**src/rtl/instr_fetch.sv**
```systemverilog
// Fetch stage: one word read per PC, returns PC+PC_STEP to the PC register, hands word+PC to decode.
// Latency 2 cycles IDLE->instr_valid on a first-cycle ack; decode stalls hold HOLD, redirects drop stale work.
module instr_fetch #(
   parameter logic [31:0] PC_STEP = 32'd4,
   parameter int unsigned TIMEOUT = 255
) (
   input  logic        clk,
   input  logic        rst_n,
   input  logic        enable,
   input  logic [31:0] pc_rdata,
   output logic [31:0] pc_wdata,
   output logic        pc_wren,
   output logic [31:0] mem_addr,
   output logic        mem_req,
   input  logic        mem_ack,
   input  logic [31:0] mem_rdata,
   output logic [31:0] instr_out,
   output logic [31:0] instr_pc,
   output logic        instr_valid,
   input  logic        instr_ready,
   input  logic        flush,
   output logic        fetch_err,
   output logic [31:0] fetch_count
);

   typedef enum logic [1:0] {IDLE, REQ, HOLD, ERR} state_t;

   localparam logic [15:0] TMO = 16'(TIMEOUT);

   state_t      state_q, state_d;
   logic [31:0] pc_wdata_q, pc_wdata_d;
   logic        pc_wren_q, pc_wren_d;
   logic [31:0] mem_addr_q, mem_addr_d;
   logic        mem_req_q, mem_req_d;
   logic [31:0] instr_out_q, instr_out_d;
   logic [31:0] instr_pc_q, instr_pc_d;
   logic        instr_valid_q, instr_valid_d;
   logic        fetch_err_q, fetch_err_d;
   logic [31:0] fetch_count_q, fetch_count_d;
   logic        discard_q, discard_d;
   logic [15:0] tmo_q, tmo_d;
   logic [15:0] tmo_inc;

   assign tmo_inc = tmo_q + 16'd1;

   // mem_addr_q doubles as the PC of the fetch in flight.
   always_comb begin
      state_d       = state_q;
      pc_wdata_d    = pc_wdata_q;
      pc_wren_d     = 1'b0;
      mem_addr_d    = mem_addr_q;
      mem_req_d     = mem_req_q;
      instr_out_d   = instr_out_q;
      instr_pc_d    = instr_pc_q;
      instr_valid_d = instr_valid_q;
      fetch_err_d   = fetch_err_q;
      fetch_count_d = fetch_count_q;
      discard_d     = discard_q;
      tmo_d         = tmo_q;
      case (state_q)
         IDLE: begin
            if (enable && !flush) begin
               mem_addr_d = pc_rdata;
               mem_req_d  = 1'b1;
               tmo_d      = 16'd0;
               state_d    = REQ;
            end
         end
         REQ: begin
            if (mem_ack) begin
               mem_req_d = 1'b0;
               tmo_d     = 16'd0;
               if (!discard_q && !flush) begin
                  instr_out_d   = mem_rdata;
                  instr_pc_d    = mem_addr_q;
                  instr_valid_d = 1'b1;
                  pc_wdata_d    = mem_addr_q + PC_STEP;
                  pc_wren_d     = 1'b1;
                  state_d       = HOLD;
               end else begin
                  discard_d = 1'b0;
                  state_d   = IDLE;
               end
            end else begin
               // A redirect cannot cancel the bus cycle; remember to drop its data instead.
               if (flush) discard_d = 1'b1;
               if (tmo_inc == TMO) begin
                  fetch_err_d = 1'b1;
                  mem_req_d   = 1'b0;
                  discard_d   = 1'b0;
                  state_d     = ERR;
               end else begin
                  tmo_d = tmo_inc;
               end
            end
         end
         HOLD: begin
            if (flush) begin
               instr_valid_d = 1'b0;
               state_d       = IDLE;
            end else if (instr_ready) begin
               instr_valid_d = 1'b0;
               fetch_count_d = fetch_count_q + 32'd1;
               state_d       = IDLE;
            end
         end
         default: begin
            mem_req_d     = 1'b0;
            instr_valid_d = 1'b0;
         end
      endcase
   end

   always_ff @(posedge clk) begin
      if (!rst_n) begin
         state_q       <= IDLE;
         pc_wdata_q    <= 32'd0;
         pc_wren_q     <= 1'b0;
         mem_addr_q    <= 32'd0;
         mem_req_q     <= 1'b0;
         instr_out_q   <= 32'd0;
         instr_pc_q    <= 32'd0;
         instr_valid_q <= 1'b0;
         fetch_err_q   <= 1'b0;
         fetch_count_q <= 32'd0;
         discard_q     <= 1'b0;
         tmo_q         <= 16'd0;
      end else begin
         state_q       <= state_d;
         pc_wdata_q    <= pc_wdata_d;
         pc_wren_q     <= pc_wren_d;
         mem_addr_q    <= mem_addr_d;
         mem_req_q     <= mem_req_d;
         instr_out_q   <= instr_out_d;
         instr_pc_q    <= instr_pc_d;
         instr_valid_q <= instr_valid_d;
         fetch_err_q   <= fetch_err_d;
         fetch_count_q <= fetch_count_d;
         discard_q     <= discard_d;
         tmo_q         <= tmo_d;
      end
   end

   // The PC register favours this port, so the strobe must yield to a redirect or PC init.
   assign pc_wren     = pc_wren_q && !flush && enable;
   assign pc_wdata    = pc_wdata_q;
   assign mem_addr    = mem_addr_q;
   assign mem_req     = mem_req_q;
   assign instr_out   = instr_out_q;
   assign instr_pc    = instr_pc_q;
   assign instr_valid = instr_valid_q;
   assign fetch_err   = fetch_err_q;
   assign fetch_count = fetch_count_q;

endmodule

```
**config.mk**
```make
export PLATFORM = sky130hd
export DESIGN_NAME = instr_fetch
export DESIGN_NICKNAME = d
export VERILOG_FILES = /design/src/rtl/instr_fetch.sv
export SDC_FILE = /design/constraint.sdc
export NUM_CORES = 1
export LEC_CHECK = 0
export ABC_AREA = 1
export CORE_MARGIN = 8
export CORE_UTILIZATION = 45
export DETAILED_ROUTE_END_ITERATION = 7
export PLACE_DENSITY = 0.8
export SLEW_MARGIN = 15
export SYNTH_ARGS = -nofsm -noshare
export SYNTH_HDL_FRONTEND = slang
export SYNTH_SLANG_ARGS = --single-unit
```
**constraint.sdc**
```tcl
create_clock -name clk -period 2.52 [get_ports clk]
set_input_delay 0.504 -clock clk [delete_from_list [all_inputs] [get_ports clk]]
set_output_delay 0.504 -clock clk [all_outputs]
set_load 0.02 [all_outputs]
```
Word level (Yosys, flattened, before mapping)
Index checks and enable logic that the tools add are counted.
{"block": "totals", "output_inout_bits": 164, "elab_cells": 74, "input_bits": 70, "register_bits": 183}
{"block": "op_classes", "n_eq_ne": 10, "bitwise": 4, "n_addsub": 3, "reduce_logical": 20, "muxes": 25}
{"op": "$mux W16", "n": 3}
{"op": "$add A32 B1 Y32 const B", "n": 1}
{"op": "$add A32 B3 Y32 const B", "n": 1}
{"op": "$pmux W16 S2", "n": 1}
{"op": "$reduce_and A3 Y1", "n": 7}
{"op": "$add A16 B1 Y16 const B", "n": 1}
{"op": "$eq A16 B8 Y1 const B", "n": 1}
{"op": "$mux W1", "n": 12}
{"op": "$mux W2", "n": 6}
{"op": "$ne A3 B3 Y1 const B", "n": 3}
{"op": "$ne A2 B2 Y1 const B", "n": 4}
{"op": "$reduce_and A4 Y1", "n": 2}
{"op": "$pmux W1 S3", "n": 2}
{"op": "$pmux W2 S3", "n": 1}
{"op": "$reduce_bool A3 Y1", "n": 2}
{"op": "$logic_and A1 B1 Y1", "n": 4}
{"op": "$not A1 Y1", "n": 4}
{"op": "$eq A2 B1 Y1 const B", "n": 1}
{"op": "$eq A2 B2 Y1 const B", "n": 1}
{"op": "$logic_not A1 Y1", "n": 2}
{"op": "$logic_not A2 Y1", "n": 1}
{"op": "$reduce_and A2 Y1", "n": 1}
{"op": "$reduce_bool A2 Y1", "n": 1}

Logic depth before layout (Yosys ltp)
{"block": "depth", "word_depth": 5, "ltp_mapped": 15, "depth_no_buf": 14}

Least setup slack after synthesis
Ideal clock, no wire load.
{"block": "synth_path", "path_type": "reg-to-reg", "from": "reg fetch_count_q[1], in the netlist fetch_count[1]", "to": "reg fetch_count_q[22], in the netlist fetch_count[22]", "path_buffers": 0, "path_slack_ps": 562, "stages_incl_launch_ff": 12, "t_arrival_ps": 1830, "period_less_slack_ps": 1958, "t_required_ps": 2392, "setup_time_ps": 128, "path_cell_list": "dfxtp_1 -> ha_1 -> inv_1 -> nor3_2 -> nand2_1 -> nor2_1 -> nand2_1 -> nor2_1 -> nand2_1 -> nor3_2 -> xor2_1 -> nor2_1"}
{"block": "synth_via", "elab_chain_cells": 1}
{"item": "from (decl)", "line": "39", "text": "logic [31:0] fetch_count_q, fetch_count_d;"}
{"item": "from (signal assigned)", "line": "138", "text": "fetch_count_q <= fetch_count_d;"}
{"item": "$add A32 B1 Y32", "line": "103", "text": "fetch_count_d = fetch_count_q + 32'd1;"}
No other way between the ends.
A chain may end at the register's enable or synchronous reset.

Worst setup path after layout
{"block": "layout_path", "from": "in flush", "to": "out pc_wren"}
{"block": "layout_via", "elab_chain_cells": 3}
{"item": "from (decl)", "line": "21", "text": "input logic flush,"}
{"item": "$logic_not A1 Y1", "line": "145", "text": "assign pc_wren = pc_wren_q && !flush && enable;"}
{"item": "$logic_and A1 B1 Y1 (2 in a row)", "line": "145"}
{"item": "to (decl)", "line": "12", "text": "output logic pc_wren,"}
No other way between the ends.

==> summary.txt <==
Timing
  – Final worst slack: 0.0976 ns
  – Max-slew violations: 0
  – Slew of the pin with the lowest slew margin: 0.616 ns
  – Minimum clock period: 2.42 ns
  – Final setup fails: 0
  – Final worst-path cycle share: 96.1%
  – RSZ-0062 raised after global routing: false
  – Setup Skew: 0.00972 ns
  – Fmax: 0.413 GHz
  – Slew HR: 58.6%
  – Final-report hold violation count: 0

Routing
  – Post-DRT Antenna Nets: 0
  – Routed vias/inst: 5.21
  – Post-Route WL: 25.4 mm
  – DR iter-0 viols: 580
  – Detailed Routing Iterations Pass 1: 5
  – Number of remaining DRC errors: 0
  – Routed via count: 8319
  – Drt wl/cell: 15.9 microns

Critical path
  – Max incr delay on CP: 0.60 ns
  – Req. time, crit path: 2.02 ns
  – CP Buf/Inv Count: 4
  – Startpoint Class: input pin
  – R2R Path Start: tmo_q[1]
  – Most frequent CP cell: clkdlybuf4s50_1
  – CP Max Fanout: 3
  – Top delay family on crit path: buffers and inverters
  – CP Cell Sequence: clkdlybuf4s50_1 -> inv_2 -> buf_4 -> nand2_1 -> nor2_1 -> clkdlybuf4s50_1
  – Reg2reg end: tmo_q[5]
  – Reg2reg path depth: 14
  – Crit path arrival time: 1.92 ns
  – Slowest stage cell, crit path: clkdlybuf4s50_1
  – WS Path Type: in2out
  – Critical path endpoint category: primary output
  – Flop2flop setup slack: 0.29 ns

Layout
  – Commonest non-fill, non-tap cells in the layout: clkdlybuf4s50_1 (232), nand2_1 (184), dfxtp_1 (181)
  – Final core occ: 63.5%
  – Final instance area: 11300 sq um
  – Most common cell after layout, fill and taps aside: clkdlybuf4s50_1
  – Area Overhead vs Synth: 39.9%
  – Fraction of layout cells with a size suffix above 1: 6.95%
  – Multi-input logic area: 3820 sq um
  – ANT cells: 0
  – Register area: 3620 sq um
  – Fillers: 1542
  – Nets: 1433

Placed design
  – Final HPWL DP: 18.8 mm
  – PortBufs: 233
  – Placer congestion estimate: 0.985
  – Placed cell area: 10800 sq um
  – Pre-CTS setup slack: -0.0246 ns

Synthesis
  – Sequential share of the synthesized area: 44.7%
  – Unique cell type count in the Yosys netlist: 40
  – Post-synthesis register bit count: 181
  – Synth area leaders: dfxtp_1 (45%), nand2_1 (8.5%), nor2_1 (8.0%)
  – Avg Inst Size Synth: 7.17 sq um
  – Post-Syn Nets: 1208
  – Top cell type's share of synthesized area: 44.7%
  – Post-synthesis cell area: 8100 sq um
  – Synth Warn #: 0
  – Syn Inst Count: 1130
  – Synth area leader: dfxtp_1

GRT
  – Total track usage: 22.3%
  – Largest net degree at the start of global routing: 83
  – Number of global-route vias before repair: 7991
  – Met1 Use GR: 25.7%
  – First-pass GRT wire length: 40.4 mm
  – Gr ovfl total: 0
  – GRT busiest layer: met2
  – M3 GR Usage: 8.15%
  – Initial antenna violation count: 0
  – Met2 usage: 37.6%

Floorplanning
  – Core area: 17800 sq um
  – # IOs: 234
  – Die width: 150 microns
  – Num rows: 49
  – Starting density of the core: 45.4%
  – Die H: 150 microns
  – Die ar.: 22600 sq um

Clock tree
  – TritonCTS buffer count: 17
  – CTS Sinks: 181
  – Hold buffers post-CTS: 0
  – CTS tree: done
  – Longest Clk Path Bufs: 2
  – Clock Tree Root: clkbuf_16
  – Setup bufs post-CTS: 0
  – Cts repair resizes: 0
  – Worst-path clk slew: 0.07 ns
  – H-tree levels: 4
  – Latest clock arrival within the worst-skew pair: 0.43 ns

Outcome
  – Status: finished clean

Power and ir drop
  – Pwr Total: 0.00882 W
  – Pwr/cell area: 778 nW/um^2
  – VDD IR-drop max: 0.477 mV
  – Leak Pwr: 4.33 nW

Flow run
  – Max_cap viols: 0

Hold path
  – Min-Delay Endpoint: pc_wdata[28]
  – Min-delay src: pc_wdata[28]
  – Hold Path Stages: 2
  – Hold Crit Class: reg2reg
==> worst max path at each step <==
stage | to | start | slack, ns | cells past startpoint
after floorplan | fetch_count[22] | fetch_count[1] | 0.56 | 11
after global placement | fetch_count[20] | instr_ready | 0.03 | 10
after detailed placement | fetch_count[30] | instr_ready | -0.02 | 12
after CTS | pc_wren | flush | 0.09 | 6
after global routing | pc_wren | flush | 0.01 | 6
final | pc_wren | flush | 0.1 | 6
==> kinds of logic after synthesis <==
| family | synth area share, % |
|---|---|
| AOI/OAI and AO/OA | 14.9 |
| buffers and inverters | 8.23 |
| xor gates and xnor gates | 2.15 |
| DFF | 44.7 |
| and+or+nand+nor | 28.7 |
| adders and majority gates | 1.24 |
==> synthesized netlist by cell type, drive strengths merged <==
cell type	instances
nand2	193
dfxtp	181
nor2	181
inv	122
o21ai	110
a21oi	82
nand3	69
clkbuf	41
nor3	38
nand4	24
a211oi	18
xor2	18
buf	10
nor4	9
ha	8
a31oi	5
or2	4
nand3b	3
nor3b	3
o211ai	3
and3	2
o31ai	2
a311oi	1
o2111a	1
o21bai	1
xnor2	1
==> sequential cells by signal (all words and copies together) (netlist names) <==
| name | cells |
|---|---|
| instr_out | 32 |
| pc_wdata | 32 |
| fetch_err | 1 |
| fetch_count | 32 |
| instr_valid | 1 |
| tmo_q | 16 |
| discard_q | 1 |
| state_q | 2 |
| pc_wren_q | 1 |
| mem_addr | 32 |
| mem_req | 1 |
| instr_pc | 30 |
==> power by group <==
group / leakage (nW) / internal [W] / total (W) / switching, W
clock network: 0.271 / 0.00134 / 0.00252 / 0.00118
logic: 2.58 / 0.00109 / 0.00271 / 0.00161
registers: 1.47 / 0.00324 / 0.00359 / 0.000354
total: 4.33 / 0.00567 / 0.00882 / 0.00315
==> cell type report <==
| cell class | count | share of cell area, % |
|---|---|---|
| Clock buffer | 20 | 4.03 |
| Clock inverter | 11 | 0.817 |
| Sequential cell | 181 | 32.0 |
| Multi-Input combinational cell | 776 | 33.7 |
| Tap cell | 229 | 2.53 |
| Inverter | 122 | 4.04 |
| Timing Repair Buffer | 257 | 22.9 |
==> metrics by stage <==
stage	setup TNS (ns)	hold slack (ns)	cells
2_1_floorplan	0	0.455	1130
3_3_place_gp	0	0.441	1565
3_5_place_dp	-0.0473	0.454	1565
4_1_cts	0	0.465	1596
5_1_grt	0	0.474	1596
6_report	0	0.464	1596
==> worst min-delay path, cell delays in order (launching register included) <==
cell and delay [ns]:
dfxtp_1 0.31, nand2_1 0.06, a21oi_1 0.05
==> metal layers <==
metal | wire length [microns] | vias to the layer above
li1 | - | 4163
met4 | 521 | 0
met3 | 2290 | 38
met5 | 0 | -
met2 | 12300 | 302
met1 | 10300 | 3816
Power figures use the tool's default switching activity.
